### src/rtl/lsu_pkg.sv
// Shared definitions for the load/store memory master: address width,
// access-size encodings and the controller state enum.
package lsu_pkg;

  localparam int ADDR_W = 11;
  localparam int XLEN   = 32;

  localparam logic [1:0] SZ_BYTE = 2'b00;
  localparam logic [1:0] SZ_HALF = 2'b01;
  localparam logic [1:0] SZ_WORD = 2'b10;

  typedef enum logic [2:0] {
    ST_IDLE,
    ST_RD,
    ST_WR,
    ST_MERGE,
    ST_RESP
  } lsu_state_e;

endpackage

### src/rtl/lsu_mem_master_lane_unit.sv
// Combinational big-endian lane logic: load extract/extend, sub-word store
// merge, and the alignment check applied to incoming requests.
module lsu_lane_unit
  import lsu_pkg::*;
(
  input  logic [1:0]      size,
  input  logic [1:0]      off,
  input  logic            uns,
  input  logic [XLEN-1:0] rdata,
  input  logic [XLEN-1:0] wdata,
  input  logic [1:0]      chk_size,
  input  logic [1:0]      chk_off,
  output logic [XLEN-1:0] load_data,
  output logic [XLEN-1:0] merge_data,
  output logic            chk_mis
);

  logic [7:0]  byte_lane;
  logic [15:0] half_lane;

  // Byte offset 0 is the most significant lane (big-endian).
  always_comb begin
    byte_lane = rdata[7:0];
    case (off)
      2'd0: byte_lane = rdata[31:24];
      2'd1: byte_lane = rdata[23:16];
      2'd2: byte_lane = rdata[15:8];
      default: byte_lane = rdata[7:0];
    endcase
    half_lane = off[1] ? rdata[15:0] : rdata[31:16];

    load_data = rdata;
    case (size)
      SZ_BYTE: load_data = uns ? {24'b0, byte_lane} : {{24{byte_lane[7]}}, byte_lane};
      SZ_HALF: load_data = uns ? {16'b0, half_lane} : {{16{half_lane[15]}}, half_lane};
      default: load_data = rdata;
    endcase
  end

  always_comb begin
    merge_data = wdata;
    case (size)
      SZ_BYTE: begin
        merge_data = rdata;
        case (off)
          2'd0: merge_data[31:24] = wdata[7:0];
          2'd1: merge_data[23:16] = wdata[7:0];
          2'd2: merge_data[15:8]  = wdata[7:0];
          default: merge_data[7:0] = wdata[7:0];
        endcase
      end
      SZ_HALF: begin
        merge_data = rdata;
        if (off[1]) merge_data[15:0] = wdata[15:0];
        else        merge_data[31:16] = wdata[15:0];
      end
      default: merge_data = wdata;
    endcase
  end

  assign chk_mis = (chk_size == 2'b11) ||
                   (chk_size == SZ_WORD && chk_off != 2'b00) ||
                   (chk_size == SZ_HALF && chk_off[0]);

endmodule

### src/rtl/lsu_mem_master.sv
// Load/store initiator: accepts one CPU request at a time, drives the
// word-addressed RAM (with read-modify-write for sub-word stores) and pulses a response.
module lsu_mem_master
  import lsu_pkg::*;
(
  input  logic              clk,
  input  logic              rst,
  input  logic              req_valid,
  output logic              req_ready,
  input  logic              req_we,
  input  logic [1:0]        req_size,
  input  logic              req_unsigned,
  input  logic [XLEN-1:0]   req_addr,
  input  logic [XLEN-1:0]   req_wdata,
  output logic              resp_valid,
  output logic [XLEN-1:0]   resp_rdata,
  output logic              resp_misaligned,
  output logic              resp_range_err,
  output logic              resp_fault,
  output logic [ADDR_W-1:0] mem_addr,
  output logic [31:0]       mem_din,
  output logic              mem_we,
  input  logic [31:0]       mem_dout,
  input  logic [7:0]        mem_seg_faults
);

  lsu_state_e        state_q, state_d;
  logic [ADDR_W-1:0] addr_q, addr_d;
  logic [1:0]        size_q, size_d;
  logic              we_q, we_d, uns_q, uns_d, mis_q, mis_d, rng_q, rng_d;
  logic [XLEN-1:0]   wdata_q, wdata_d;
  logic              req_mis, req_rng, err;
  logic [ADDR_W-1:0] waddr;
  logic [XLEN-1:0]   load_data, merge_data;

  assign req_rng = |req_addr[XLEN-1:ADDR_W];
  assign waddr   = {addr_q[ADDR_W-1:2], 2'b00};
  assign err     = mis_q | rng_q;

  lsu_lane_unit u_lane (
    .size       (size_q),
    .off        (addr_q[1:0]),
    .uns        (uns_q),
    .rdata      (mem_dout),
    .wdata      (wdata_q),
    .chk_size   (req_size),
    .chk_off    (req_addr[1:0]),
    .load_data  (load_data),
    .merge_data (merge_data),
    .chk_mis    (req_mis)
  );

  always_comb begin
    state_d         = state_q;
    addr_d          = addr_q;
    size_d          = size_q;
    we_d            = we_q;
    uns_d           = uns_q;
    wdata_d         = wdata_q;
    mis_d           = mis_q;
    rng_d           = rng_q;
    req_ready       = 1'b0;
    resp_valid      = 1'b0;
    resp_rdata      = '0;
    resp_misaligned = 1'b0;
    resp_range_err  = 1'b0;
    resp_fault      = 1'b0;
    mem_addr        = '0;
    mem_din         = '0;
    mem_we          = 1'b0;

    case (state_q)
      ST_IDLE: begin
        req_ready = 1'b1;
        if (req_valid) begin
          addr_d  = req_addr[ADDR_W-1:0];
          size_d  = req_size;
          we_d    = req_we;
          uns_d   = req_unsigned;
          wdata_d = req_wdata;
          mis_d   = req_mis;
          rng_d   = req_rng;
          if (req_mis || req_rng)                 state_d = ST_RESP;
          else if (req_we && req_size == SZ_WORD) state_d = ST_WR;
          else                                    state_d = ST_RD;
        end
      end
      ST_RD: begin
        mem_addr = waddr;
        state_d  = we_q ? ST_MERGE : ST_RESP;
      end
      ST_MERGE, ST_WR: begin
        mem_addr = waddr;
        mem_din  = merge_data;
        mem_we   = 1'b1;
        state_d  = ST_RESP;
      end
      ST_RESP: begin
        resp_valid      = 1'b1;
        resp_misaligned = mis_q;
        resp_range_err  = rng_q;
        if (!err) begin
          resp_fault = mem_seg_faults[addr_q[ADDR_W-1:8]];
          if (!we_q) resp_rdata = load_data;
        end
        state_d = ST_IDLE;
      end
      default: state_d = ST_IDLE;
    endcase

    // A reset arriving mid-write must not let the write through.
    if (rst) mem_we = 1'b0;
  end

  always_ff @(posedge clk) begin
    if (rst) begin
      state_q <= ST_IDLE;
      addr_q  <= '0;
      size_q  <= SZ_BYTE;
      we_q    <= 1'b0;
      uns_q   <= 1'b0;
      wdata_q <= '0;
      mis_q   <= 1'b0;
      rng_q   <= 1'b0;
    end else begin
      state_q <= state_d;
      addr_q  <= addr_d;
      size_q  <= size_d;
      we_q    <= we_d;
      uns_q   <= uns_d;
      wdata_q <= wdata_d;
      mis_q   <= mis_d;
      rng_q   <= rng_d;
    end
  end

endmodule

### config.mk
export PLATFORM = sky130hd
export DESIGN_NAME = lsu_mem_master
export DESIGN_NICKNAME = d
export VERILOG_FILES = /design/src/rtl/lsu_pkg.sv /design/src/rtl/lsu_mem_master_lane_unit.sv /design/src/rtl/lsu_mem_master.sv
export SDC_FILE = /design/constraint.sdc
export NUM_CORES = 1
export LEC_CHECK = 0
export BUFFER_PORTS_ARGS = -buffer_cell sky130_fd_sc_hd__buf_2
export CORE_MARGIN = 3
export CORE_UTILIZATION = 47
export CTS_CLUSTER_SIZE = 8
export DETAILED_ROUTE_END_ITERATION = 10
export GPL_TIMING_DRIVEN = 0
export HOLD_SLACK_MARGIN = 0.12
export PLACE_DENSITY = 0.86
export SLEW_MARGIN = 40
export SYNTH_ARGS = -nofsm -noshare
export SYNTH_HDL_FRONTEND = slang
export SYNTH_SLANG_ARGS = --single-unit
### constraint.sdc
create_clock -name clk -period 1.71 [get_ports clk]
set_input_delay 0.171 -clock clk [delete_from_list [all_inputs] [get_ports clk]]
set_output_delay 0.171 -clock clk [all_outputs]
set_load 0.05 [all_outputs]
==> results of run 1 <==
-- logic make-up after synthesis --
kind of cell           after synthesis  share of synthesized area [%]
AOI/OAI and AO/OA                  169                           29.7
buffers and inverters               64                           7.35
DFF                                 52                           27.2
muxes                               34                           10.1
other                                1                         0.0979
and+or+nand+nor                    216                           25.6
-- synthesized netlist by cell type (all sizes together) (9+ instances only) --
cell / number
nand2: 130
a21oi: 89
dfxtp: 52
nor2: 30
clkbuf: 29
buf: 24
mux2: 17
o21ai: 17
a221oi: 16
mux2i: 15
a211oi: 14
and2: 13
o31ai: 12
inv: 11
nand2b: 9
nor3: 9
nor3b: 9
-- per-layer routing --
layer	overflow	track usage, %
met5	0	22.0
met4	125	106
met3	3	65.1
met2	321	112
met1	3	75.6
-- per-stage QoR --
step                      utilization (%)  hold slack (ps)  instances
after floorplan                         -              307        537
after global placement               71.0              411        827
after detailed placement             71.0              418        827
after CTS                            91.8              259        893
-- what timing repair did --
action	4_1_cts
pin swaps	30
setup buffers	13
hold buffers	47
endpoints found under the setup margin	77
endpoints found under the hold margin	47
gates resized for setup	260
gates cloned	2
==> flow_summary.json, run 1 <==
{
  "synth_edf_count": 0,
  "start_util_pct": 49.1,
  "num_io_pins": 192,
  "netlist-cell-type-count": 42,
  "synth_ff_type": "dfxtp_1",
  "cts-root-buf": "clkbuf_8",
  "portBuffers": 188,
  "place_area_sq_mm": 0.00554,
  "lastStage": "global routing",
  "place.gp.congestion": 0.993,
  "ctsLongestPathBuffers": 2,
  "num_rows": 32,
  "syn_inst": 536,
  "synth_area_sq_mm": 0.00383,
  "ys_warn_count": 0,
  "outcome": "did not finish",
  "postSynthAreaPerCell_sq_um": 7.15,
  "stop_error": "[ERROR GRT-0232] Routing congestion too high. Check the congestion heatmap in the GUI.",
  "track_usage_pct": 86.6,
  "overflow": 452,
  "cts_htree_levels": 2,
  "numCtsBuffers": 5,
  "worstEndpointType": "top-level output",
  "synth-seq-cells": 52,
  "die_w_um": 96.3,
  "seq_area_frac_synth_pct": 27.2,
  "yosysTopAreaCell": "dfxtp_1",
  "hpwl_mm": 12.8,
  "post-place-ws_ps": -555,
  "yosys-top-cells-area": "dfxtp_1, nand2_1, a21oi_1",
  "die_h_um": 96.3,
  "grt-worst-endpoint": "resp_rdata[10]",
  "ys_async_sr_fraction_pct": 0,
  "cts.sinks": 52,
  "synth.top_cell.area_share_pct": 27.2,
  "grt_max_degree": 19
}
==> run 2, diff against run 1 <==
CORE_UTILIZATION = 40   (was 47)
CTS_CLUSTER_SIZE = default   (was 8)
HOLD_SLACK_MARGIN = default   (was 0.12)
PLACE_DENSITY = default   (was 0.86)
PLACE_DENSITY_LB_ADDON = 0.15   (was default)
==> run 2 against run 1 <==
The flow now finishes, with violations (setup timing); synthesized cell count unchanged; synthesized area stayed put.
==> flow_summary.json, run 2 <==
{
  "rsz0062_at_grt": "true",
  "ir_drop_v": 0.000398,
  "holdPathEnd": "wdata_q[1]",
  "final_common_cell": "buf_2",
  "ys_warn_count": 0,
  "grt_pass1_wl_mm": 26.9,
  "post_drt_wl_per_cell_um": 22.3,
  "clock_latency_ps": 310,
  "period_share_pct": 135,
  "cts_tree": "built",
  "seqPwrFrac_pct": 35.7,
  "cp.required_ps": 1540,
  "post-place-ws_ps": -545,
  "grt_pass1_vias": 5102,
  "drtAntennaViolNets": 0,
  "hpwl_mm": 12.5,
  "path_cells": "mux2i_2, mux2_4, o31a_4, a221oi_4, buf_6",
  "max_freq_ghz": 0.434,
  "num_io_pins": 192,
  "largestRegisters": "wdata_q x32, addr_q x11, state_q x3",
  "clk_pin_slew_ps": 110,
  "setup_slack_ps": -596,
  "wirelength_mm": 19.9,
  "worstSetupPathType": "reg -> out",
  "r2r_cells": 5,
  "crit_fanout": 7,
  "grt_max_degree": 18,
  "utilization_pct": 79.9,
  "reg2reg_from": "state_q[2]",
  "cp-end-kind": "primary output",
  "antenna_found_initial": 0,
  "startpoint": "addr_q[1]",
  "postSynthAreaPerCell_sq_um": 7.15,
  "drtPass1Iterations": 6,
  "violations": "setup timing",
  "cts-root-buf": "clkbuf_8",
  "cts_htree_levels": 2,
  "pwr-share-clk_pct": 18.8,
  "die_h_um": 104,
  "largest_register_ffs": 32,
  "worstMarginPinSlew_ps": 585,
  "slew_violations": 0,
  "vias": 5262,
  "finalSetupViolCount": 65,
  "finalClockSkew_ps": 12.9,
  "synth-seq-cells": 52,
  "num_antenna_cells": 0,
  "track_usage_pct": 30.9,
  "maxSlewHeadroom_pct": 61.0,
  "start_kind": "flip-flop",
  "hold_violations": 0,
  "layout_common_cells": "buf_2, nand2_1, buf_6, a21oi_1, dfxtp_1",
  "num_rows": 35,
  "registers.top_by_ff_count": "wdata_q",
  "start_util_pct": 41.3,
  "internal_power_uw": 2310,
  "cp.arrival_ps": 2140,
  "worstHoldPathCells": 3,
  "synth_edf_count": 0,
  "crit_family": "compound AO/OA/AOI/OAI gates",
  "min_path_type": "in -> reg",
  "yosys-top-cells-area": "dfxtp_1, nand2_1, a21oi_1",
  "die_w_um": 104,
  "cap_violations": 0,
  "drive_gt1_share_pct": 57.3,
  "outcome": "complete, but fails checks",
  "numCtsBuffers": 5,
  "post-synth-top-count-cell": "nand2_1",
  "hold_buffers": 0,
  "ys_async_sr_fraction_pct": 0,
  "ctsLongestPathBuffers": 2,
  "die-area_sq_mm": 0.0108,
  "critPathMaxStageDelay_ps": 400,
  "synth.top_cell.area_share_pct": 27.2,
  "cp_slowest_cell": "dfxtp_4",
  "synth_ff_type": "dfxtp_1",
  "yosysTopAreaCell": "dfxtp_1",
  "drc": 0,
  "netlist-cell-type-count": 42,
  "synthTopCellsByCount": "nand2_1, a21oi_1, dfxtp_1",
  "hold_start": "req_wdata[1]",
  "synth_area_sq_mm": 0.00383,
  "path_buf_inv": 1,
  "fin_nets": 875,
  "worstReg2RegEnd": "mis_q",
  "switching_share_pct": 39.7,
  "coreArea_sq_mm": 0.00928,
  "seq_area_frac_synth_pct": 27.2,
  "final.min_clock_period_ps": 2310,
  "overflow": 0,
  "p_switching_uw": 1530,
  "viasPerCell": 5.89,
  "p_per_area_mw_per_mm2": 518,
  "combPwrFrac_pct": 45.6,
  "area_delta_synth_final_pct": 93.6,
  "rrSetupSlack_ps": 60,
  "place.gp.congestion": 0.975,
  "portBuffers": 188,
  "drt_first_iter_violations": 374,
  "syn_inst": 536,
  "p_leak_uw": 0.00307,
  "cts.sinks": 52
}
-- run 2: cell counts after synthesis --
Identical to the previous run, type by type.
-- run 2: timing repair --
item / in CTS / in global routing
pin swaps: 33 / 31
buffers inserted: 18 / 15
resized for setup: 284 / 101
endpoints found under the setup margin: 85 / 93
hold endpoints to repair: 0 / 0
gates cloned: 2 / 3
-- run 2: stage by stage --
stage	hold WS (ps)	instances	power, uW	area, sq um	TNS (ps)
after floorplan	307	537	2190	4470	-12440
after global placement	414	854	2560	5580	-26930
after detailed placement	418	854	2580	5580	-23250
after CTS	87.1	878	3560	6790	-23110
after global routing	79.6	894	3980	7410	-30860
final	87.9	894	3840	7410	-27580
-- run 2: how the worst max path moves through the flow --
| stage | end | depth (start not counted) | slack [ps] |
|---|---|---|---|
| 3_3_place_gp | resp_rdata[29] | 5 | -650 |
| 2_1_floorplan | resp_rdata[10] | 5 | -430 |
| 5_1_grt | resp_rdata[13] | 5 | -630 |
| 6_report | resp_rdata[14] | 5 | -600 |
| 4_1_cts | resp_rdata[13] | 5 | -570 |
| 3_5_place_dp | resp_rdata[16] | 5 | -540 |
-- run 2: area by class of cell --
class | count | area (sq um)
buffer | 48 | 497
clock buffer | 6 | 72.6
clock inverter | 2 | 16.3
fill | 613 | 1870
inverter | 11 | 41.3
multi-input combinational | 422 | 3760
sequential | 52 | 1060
tap | 129 | 161
timing repair buffer | 224 | 1800
-- run 2: power by group through the flow --
stage          Clock (uW)  Combinational (uW)  Sequential [uW]
2_1_floorplan           0                 847             1350
3_3_place_gp            0                1180             1380
3_5_place_dp            0                1200             1380
4_1_cts               731                1470             1360
5_1_grt               784                1820             1380
6_report              721                1750             1370
-- run 2: logic make-up (layout without fill, tap and decap cells) --
group                  count (synthesis)  count (layout)  share of synthesized area [%]
AOI/OAI and AO/OA                    169             170                           29.7
muxes                                 34              34                           10.1
other                                  1               2                         0.0979
buffers and inverters                 64             291                           7.35
and+or+nand+nor                      216             216                           25.6
DFF                                   52              52                           27.2
-- run 2: worst reg2reg max path: cells and delay by family, from the launching register on --
kind / cells / cell delay [ps]
flip-flops: 1 / 390
AND/OR/NAND/NOR: 2 / 560
buffers and inverters: 2 / 400
AO/OA/AOI/OAI: 1 / 180
-- run 2: per-layer routing --
metal  wire length [um]  GRT usage [%]  part of all wire (%)
met5                  0              0                     0
met4               1080           13.4                   5.4
met3               1770           5.96                   8.9
met2               9920           55.1                    50
met1               7180           36.0                    36
(Power assumes the default switching activity.)
